## config.mk

```make
export PLATFORM = sky130hd
export DESIGN_NAME = mem_arbiter
export DESIGN_NICKNAME = d
export VERILOG_FILES = /design/src/rtl/mem_arb_pkg.sv /design/src/rtl/mem_arb_pick.sv /design/src/rtl/mem_arbiter.sv
export SDC_FILE = /design/constraint.sdc
export NUM_CORES = 1
export LEC_CHECK = 0
export CAP_MARGIN = 20
export CORE_ASPECT_RATIO = 2
export CORE_UTILIZATION = 35
export DETAILED_ROUTE_END_ITERATION = 6
export PLACE_DENSITY_LB_ADDON = 0.05
export SETUP_SLACK_MARGIN = 0.05
export SLEW_MARGIN = 20
export SYNTH_ARGS = -nofsm -noshare
export SYNTH_HDL_FRONTEND = slang
export SYNTH_HIERARCHICAL = 1
export SYNTH_SLANG_ARGS = --single-unit
export TNS_END_PERCENT = 50
```

## constraint.sdc

```tcl
create_clock -name clk -period 2 [get_ports clk]
set_input_delay 0.2 -clock clk [delete_from_list [all_inputs] [get_ports clk]]
set_output_delay 0.2 -clock clk [all_outputs]
set_load 0.05 [all_outputs]
```

## src/rtl/mem_arb_pkg.sv

```systemverilog
// Shared types and default widths for the two-port memory arbiter.
package mem_arb_pkg;

  localparam int unsigned DEF_ADDR_W  = 32;
  localparam int unsigned DEF_DATA_W  = 32;
  localparam int unsigned DEF_MEM_LAT = 1;
  localparam int unsigned CNT_W       = 4;

  typedef enum logic [1:0] {
    IDLE  = 2'd0,
    ISSUE = 2'd1,
    WAIT  = 2'd2,
    RESP  = 2'd3
  } state_e;

  typedef enum logic {
    REQ_I = 1'b0,
    REQ_D = 1'b1
  } req_id_e;

endpackage

```

## src/rtl/mem_arb_pick.sv

```systemverilog
// Requester selection: fixed data priority, or round-robin when MEM_ARB_RR_EN is defined.
module mem_arb_pick
  import mem_arb_pkg::*;
(
`ifdef MEM_ARB_RR_EN
  input  logic clk,
  input  logic reset,
  input  logic grant_en,
`endif
  input  logic i_req,
  input  logic d_req,
  output logic pick_i,
  output logic pick_d
);

`ifdef MEM_ARB_RR_EN
  req_id_e last_q, last_d;

  // Pointer starts at data so the first conflict goes to the instruction port.
  always_comb begin
    last_d = last_q;
    pick_i = i_req && (!d_req || (last_q == REQ_D));
    pick_d = d_req && !pick_i;
    if (grant_en && pick_i) begin
      last_d = REQ_I;
    end else if (grant_en && pick_d) begin
      last_d = REQ_D;
    end
  end

  always_ff @(posedge clk) begin
    if (!reset) begin
      last_q <= REQ_D;
    end else begin
      last_q <= last_d;
    end
  end
`else
  always_comb begin
    pick_d = d_req;
    pick_i = i_req && !d_req;
  end
`endif

endmodule

```

## src/rtl/mem_arbiter.sv

```systemverilog
// Two-port (instruction/data) arbiter onto a single fixed-latency memory, one access in flight.
// Optional round-robin conflict resolution via MEM_ARB_RR_EN.
//
// state | meaning
// IDLE  | no access in flight; grants given combinationally
// ISSUE | m_en pulsed with latched fields; latency counter loaded
// WAIT  | counting down MEM_LAT cycles; m_rdata captured on the last one
// RESP  | winner's rvalid pulsed with captured data
module mem_arbiter
  import mem_arb_pkg::*;
#(
  parameter int ADDR_W  = DEF_ADDR_W,
  parameter int DATA_W  = DEF_DATA_W,
  parameter int MEM_LAT = DEF_MEM_LAT
) (
  input  logic              clk,
  input  logic              reset,
  input  logic              i_req,
  input  logic [ADDR_W-1:0] i_addr,
  output logic              i_gnt,
  output logic              i_rvalid,
  output logic [DATA_W-1:0] i_rdata,
  input  logic                d_req,
  input  logic                d_we,
  input  logic [DATA_W/8-1:0] d_be,
  input  logic [ADDR_W-1:0]   d_addr,
  input  logic [DATA_W-1:0]   d_wdata,
  output logic                d_gnt,
  output logic                d_rvalid,
  output logic [DATA_W-1:0]   d_rdata,
  output logic                m_en,
  output logic                m_we,
  output logic [DATA_W/8-1:0] m_be,
  output logic [ADDR_W-1:0]   m_addr,
  output logic [DATA_W-1:0]   m_wdata,
  input  logic [DATA_W-1:0]   m_rdata,
  output logic                busy
);

  localparam int BE_W = DATA_W / 8;
  localparam logic [CNT_W-1:0] LAT_LD = CNT_W'(MEM_LAT);

  state_e              state_q, state_d;
  req_id_e             id_q;
  logic [ADDR_W-1:0]   addr_q;
  logic                we_q;
  logic [BE_W-1:0]     be_q;
  logic [DATA_W-1:0]   wdata_q;
  logic [CNT_W-1:0]    cnt_q;
  logic [DATA_W-1:0]   i_rdata_q;
  logic [DATA_W-1:0]   d_rdata_q;
  logic                pick_i, pick_d;
  logic                grant_fire;
  logic                capture;

  mem_arb_pick u_pick (
`ifdef MEM_ARB_RR_EN
    .clk      (clk),
    .reset    (reset),
    .grant_en (state_q == IDLE),
`endif
    .i_req    (i_req),
    .d_req    (d_req),
    .pick_i   (pick_i),
    .pick_d   (pick_d)
  );

  assign grant_fire = (state_q == IDLE) && (pick_i || pick_d);
  assign capture    = (state_q == WAIT) && (cnt_q == CNT_W'(1));

  always_comb begin
    state_d = state_q;
    i_gnt   = 1'b0;
    d_gnt   = 1'b0;
    m_en    = 1'b0;
    m_we    = 1'b0;
    case (state_q)
      IDLE: begin
        // Grants are masked while reset is asserted so all outputs read 0.
        i_gnt = reset && pick_i;
        d_gnt = reset && pick_d;
        if (pick_i || pick_d) state_d = ISSUE;
      end
      ISSUE: begin
        m_en    = 1'b1;
        m_we    = we_q;
        state_d = WAIT;
      end
      WAIT: begin
        if (cnt_q == CNT_W'(1)) state_d = RESP;
      end
      RESP: begin
        state_d = IDLE;
      end
      default: state_d = IDLE;
    endcase
  end

  always_ff @(posedge clk) begin
    if (!reset) begin
      state_q   <= IDLE;
      id_q      <= REQ_I;
      addr_q    <= '0;
      we_q      <= 1'b0;
      be_q      <= '0;
      wdata_q   <= '0;
      cnt_q     <= '0;
      i_rdata_q <= '0;
      d_rdata_q <= '0;
    end else begin
      state_q <= state_d;
      if (grant_fire) begin
        id_q   <= pick_d ? REQ_D : REQ_I;
        addr_q <= pick_d ? d_addr : i_addr;
        we_q   <= pick_d && d_we;
        be_q   <= pick_d ? d_be : '1;
        if (pick_d) wdata_q <= d_wdata;
      end
      if (state_q == ISSUE) begin
        cnt_q <= LAT_LD;
      end else if (state_q == WAIT) begin
        cnt_q <= cnt_q - CNT_W'(1);
      end
      // Writes complete with zero read data.
      if (capture) begin
        if (id_q == REQ_I) begin
          i_rdata_q <= m_rdata;
        end else begin
          d_rdata_q <= we_q ? '0 : m_rdata;
        end
      end
    end
  end

  assign i_rvalid = (state_q == RESP) && (id_q == REQ_I);
  assign d_rvalid = (state_q == RESP) && (id_q == REQ_D);
  assign i_rdata  = i_rdata_q;
  assign d_rdata  = d_rdata_q;
  assign m_be     = be_q;
  assign m_addr   = addr_q;
  assign m_wdata  = wdata_q;
  assign busy     = (state_q != IDLE);

endmodule

```

# Word level (Yosys, flattened, before mapping)
# Cells that the tools add are included.
# totals
register_bits	140
inputBits	137
output_inout_bits	139
word_cells	50
# classes
addsub	1
eq_ne	6
muxes	13
n_bitwise	2
n_reduce_logical	18
# op_table
op	n
$mux 32	2
$logic_and 1x1->1	8
$pmux 2 s4	1
$reduce_and 2->1	4
$mux 1	7
$eq 2x2->1 const B	2
$eq 4x1->1 const B	1
$mux 2	2
$mux 4	1
$reduce_bool 2->1	2
$sub 4x1->4 const B	1
$eq 2x1->1 const B	1
$logic_not 2->1	1
$ne 2x1->1 const B	1
$ne 2x2->1 const B	1
$not 1->1	2
$reduce_or 2->1	1
$logic_not 1->1	1
$logic_or 1x1->1	1

# Longest topological paths before layout
# logic_depth
depth_word	5
ltp_mapped	7
depth_no_buf	5

# By module
# Netlist, hierarchy kept.
# modules_own_cells
module	n_inst	cells_each	area_per_inst_um2	seq_area_each_um2
mem_arbiter	1	641	5676.7	2802.7
mem_arb_pick	1	2	21.3	0.0

# Worst setup path before layout
# No wires, ideal clock.
# synth_timing
path_kind	reg-to-output
from	reg state_q[0]
to	out d_gnt
t_arrival_ns	1.677
required_time_ns	1.800
setup_slack_ns	0.123
stages_incl_launch_ff	6
n_path_buf	1
cell_sequence	dfxtp_1 -> inv_1 -> ha_1 -> nand2_1 -> buf_2 -> nor2_1
# synth_via
elab_chain_len	2
# synth_rtl
element	line	source
from (decl)	mem_arbiter.sv:43	state_e state_q, state_d;
from (signal assigned)	mem_arbiter.sv:111	state_q <= state_d;
$logic_not 2->1	mem_arbiter.sv:77	case (state_q)
$mux 1	mem_arbiter.sv:77	
to (decl)	mem_arbiter.sv:28	output logic d_gnt,
# Every way passes these cells.

# Final worst setup path
# layout_timing
from	reg wdata_q[16], in the netlist m_wdata[16]
to	out m_wdata[16]
# layout_lines
element	line	source
from (decl)	mem_arbiter.sv:48	logic [DATA_W-1:0] wdata_q;
from (signal assigned)	mem_arbiter.sv:117	if (pick_d) wdata_q <= d_wdata;
to (decl)	mem_arbiter.sv:35	output logic [DATA_W-1:0] m_wdata,
# No word-level cell between the ends.

==> flow_results.org <==
** Status
- The flow ran to the end, and the final reports show no timing, DRC or antenna violations.

** Finish
- Most frequent standard cell in the layout excluding fill and tap cells :: sky130_fd_sc_hd__clkdlybuf4s50_1
- The repair_antennas step left the layout with diodes totalling 0.
- Layout filler cell count :: 1,463
- In the final layout, the multi-input gates occupy 0.00255 mm2.
- Nets@finish :: 1,036
- Non-filler cells in the finished layout :: 1,104
- Relative area change from synthesis to final layout :: 61.8%
- Of the cells placed in the final design, the portion with a size suffix greater than 1 is 7.75%.
- Most frequent cells in the layout :: 267 x sky130_fd_sc_hd__clkdlybuf4s50_1, 139 x sky130_fd_sc_hd__dfxtp_1, 98 x sky130_fd_sc_hd__a21oi_1
- Sequential cell area in the final layout :: about 0.0028 mm2

** Placement
- During placement, the flow inserted port buffers numbering between 200 and 300.
- Sum of net half-perimeters after detailed placement :: approximately 13 mm
- Before CTS, the worst setup slack after placement is 0.289 ns.
- Counting tap cells, the placed design contains a total of 1,073 instances.
- Routability Congestion :: 0.826

** Logic synthesis
- Most instantiated flip-flop cell in the synthesis netlist :: sky130_fd_sc_hd__dfxtp_1
- In this run the mean area of a mapped cell was 8.86 um2.
- Ranking of synthesized cells by area :: sky130_fd_sc_hd__dfxtp_1 49%, sky130_fd_sc_hd__a21oi_1 8.6%, sky130_fd_sc_hd__mux2i_1 5.8%
- Of all cell types, the one taking the most synthesized area is sky130_fd_sc_hd__dfxtp_1.
- For this run, asynchronously set or reset flops after synthesis account for 0%.
- The cell count after synthesis came out at 643.
- The number of nets in the synthesized netlist is 788.
- Number of register bits inferred by synthesis :: 140
- Number of flops mapped to enable cells by yosys :: 0
- After synthesis the cells add up to 0.00570 mm2.
- Yosys warnings :: 6
- Cell variety after synth :: 35
- Fraction of post-synthesis cell area in the top cell type by area :: 49.2%
- Sequential fraction of the synthesis area :: between 40% and 50%

** Min path
- In this run the worst hold path is classified as in2reg.
- The worst hold path begins at d_wdata[31].
- Hold depth :: 3
- The worst hold path terminates at m_wdata[31]$_SDFFE_PN0P_.

** Drt
- Using the TritonRoute via totals, the vias-per-cell ratio works out to 5.13.
- Summing over every cut layer, the via total after detailed routing is 5,661.
- Routed wire length :: approximately 18 mm
- Number of violations reported at the end of detailed-routing iteration 0 :: 158
- In the final routed layout, each cell accounts on average for 16.6 um.
- Antenna violation net count after detailed routing :: 0
- In the routed design, unresolved DRC markers number 0.
- 1st-pass router iterations :: 4

** Flow run
- Max_cap viols :: 0

** Power
- The internal portion of the total power is 6900 uW.
- In this run, the clock network consumes 28.3% of the power.
- Part of the total power dissipated in combinational logic :: 40.9%
- Switch share :: 39.8%
- For this design the static power due to leakage is ~0.0033 uW.
- For this design the total switching power over the nets is 4560 uW.
- Relative contribution of sequential cells to total power :: 30.8%
- Pwr/cell area :: 1240 mW/mm2
- Maximum vdd ir drop :: 0.756 mV

** Floorplanning
- Die Footprint :: 0.0168 mm2
- Floorplan core area :: 0.0159 mm2
- The initial utilization of the core area, before any placement, comes to 35.9%.
- Chip height :: 182 um
- I/O pin cnt :: 276
- Total number of placement rows :: 65
- Die X-Extent :: 92.2 um

** Worst setup path
- The number of buffers and inverters on the critical path is 1.
- The worst register-to-register path ends at d_rdata[3]$_SDFFE_PN0P_.
- Logic depth of the worst register-to-register path :: 6
- In this run the worst path has a maximum fanout of 2.
- The slowest stage of the critical path belongs to the cell sky130_fd_sc_hd__clkdlybuf4s50_1.
- Broken down by cell family, the worst path's largest delay share belongs to buffers and inverters.
- Critical path arrival :: 1.62 ns
- Across all register-to-register paths, the minimum setup slack is 0.25 ns.
- Data required time of the worst path :: around 1.8 ns
- Ordered list of cells on the worst path :: clkdlybuf4s50_1
- The worst setup path is captured at an output port.
- Worst setup path class :: reg2out
- The worst setup path is launched from a register.
- Worst path max stage delay :: between 0.8 and 0.9 ns
- The worst register-to-register path begins at state_q[0]$_SDFFE_PN0P_.

** Timing
- Final Hold Fails :: 0
- Share of the clock period used by the worst path after layout :: 90.8%
- Setup slack closes at 0.184 ns.
- Summed over all failing endpoints, the final setup total negative slack is 0 ns.
- Worst clock skew :: slightly below 0.009 ns
- The worst pin sits at a relative slew slack of between 60% and 70%.
- Setup violations remaining at the end of the flow were counted as 0.
- Worst-case hold slack :: approximately 0.34 ns
- Setup repair after global routing left no endpoint under its margin.
- Slew of the pin with the lowest slew margin :: just under 0.6 ns
- Max-slew violation count :: 0
- After layout, the minimum clock period comes to 1.82 ns.
- F_max :: approximately 0.55 GHz

** CTS
- Clock latency on the worst-skew pair, taken at its later pin, is just over 0.4 ns.
- Clock-pin slew on the worst setup and hold paths :: about 0.060 ns
- TritonCTS built the clock tree.
- The longest clock path from root to sink contains 2 buffers.
- The H-tree generated during clock tree synthesis spans 4 levels.
- Once the clock tree was built, the setup fixing pass inserted 0 buffers.
- TritonCTS Sinks :: 140
- Clock root buffer :: sky130_fd_sc_hd__clkbuf_16
- TritonCTS created 17 clock buffers.

** Global route
- For this run, the total global-route usage over all layers was measured as 22.0%.
- Maximum number of pins on one net before global-route repair :: 69
- The number of antenna violations at the first check in global routing was 0.
- Total congestion overflow :: 0
- The via count of the first global-routing pass came to just under 6,000.
- The first global-routing pass estimated a little under 30 mm of wire.
## routing by layer
layer  GRT usage [%]  up-vias  routed length, um
li1                -     2771                  -
met1            22.6     2649               6560
met2            41.3      213              10100
met3            5.88       28               1220
met4            8.88        0                482
met5               0        -                  0
## power groups by stage
stage | Combinational [uW] | Sequential (uW) | Clock, uW
after CTS | 4730 | 3530 | 3320
after floorplan | 1770 | 4890 | 0
after detailed placement | 4700 | 3580 | 0
final | 4700 | 3530 | 3240
after global routing | 5020 | 3590 | 3420
after global placement | 4660 | 3560 | 0
## layout make-up
cell class / instances / area share (%)
clock buffer: 19 / 4.80
multi-input combinational: 431 / 27.6
sequential: 140 / 30.4
inverter: 8 / 0.353
timing repair buffer: 293 / 32.3
tap: 201 / 2.73
clock inverter: 12 / 1.76
## synthesized netlist by cell type, types with 2 or more instances
cell type                  count
sky130_fd_sc_hd__clkbuf_2      4
sky130_fd_sc_hd__dfxtp_1     140
sky130_fd_sc_hd__o221a_2       4
sky130_fd_sc_hd__buf_2        15
sky130_fd_sc_hd__buf_4         6
sky130_fd_sc_hd__o21ai_0      66
sky130_fd_sc_hd__buf_6         6
sky130_fd_sc_hd__inv_1         6
sky130_fd_sc_hd__nor2_1       38
sky130_fd_sc_hd__and2_1        3
sky130_fd_sc_hd__nand4b_1     32
sky130_fd_sc_hd__nand3_1      32
sky130_fd_sc_hd__nand2_1      69
sky130_fd_sc_hd__ha_1          8
sky130_fd_sc_hd__clkinv_1      2
sky130_fd_sc_hd__a21oi_1      98
sky130_fd_sc_hd__a211oi_1     33
sky130_fd_sc_hd__mux2i_1      33
sky130_fd_sc_hd__buf_1         3
sky130_fd_sc_hd__clkbuf_1     30
## how the worst max path moves through the flow
stage,start,end,cells past startpoint
after detailed placement,state_q[0]$_SDFFE_PN0P_,d_rdata[3]$_SDFFE_PN0P_,6
after global placement,state_q[0]$_SDFFE_PN0P_,d_rdata[26]$_SDFFE_PN0P_,6
after floorplan,state_q[0]$_SDFFE_PN0P_,d_gnt,5
after global routing,state_q[0]$_SDFFE_PN0P_,d_gnt,5
final,m_wdata[16]$_SDFFE_PN0P_,m_wdata[16],1
after CTS,state_q[0]$_SDFFE_PN0P_,d_gnt,5
## state kept, by name (all words and copies together), names as in the netlist
| name | cells |
|---|---|
| d_rdata | 32 |
| i_rdata | 32 |
| m_addr | 32 |
| m_wdata | 32 |
| cnt_q | 4 |
| m_be | 4 |
| state_q | 2 |
| id_q | 1 |
| we_q | 1 |
## cells by family (layout without fill, tap and decap cells)
family	count (synthesis)	in the layout	share of synthesized area, %
simple gates	182	182	16.4
compound gates	206	206	20.2
mux	33	33	5.80
fa+ha+maj	8	8	1.76
xor+xnor	2	2	0.307
buf+inv	72	332	6.35
flops	140	140	49.2
## per-stage QoR
step / utilization, % / cell area [um2] / power [uW]
after floorplan: - / 5700 / 6660
after global placement: 54.3 / 8610 / 8220
after detailed placement: 54.3 / 8610 / 8280
after CTS: 58.1 / 9220 / 11600
after global routing: 58.1 / 9220 / 12000
final: 58.1 / 9220 / 11500
## what timing repair did
item                                    in CTS  in global routing
hold buffers                                 0                  0
endpoints found under the hold margin        0                  0
resized for setup                            2                  1
endpoints found under the setup margin       1                  1
Note: power is estimated with default switching activity, not from simulation.
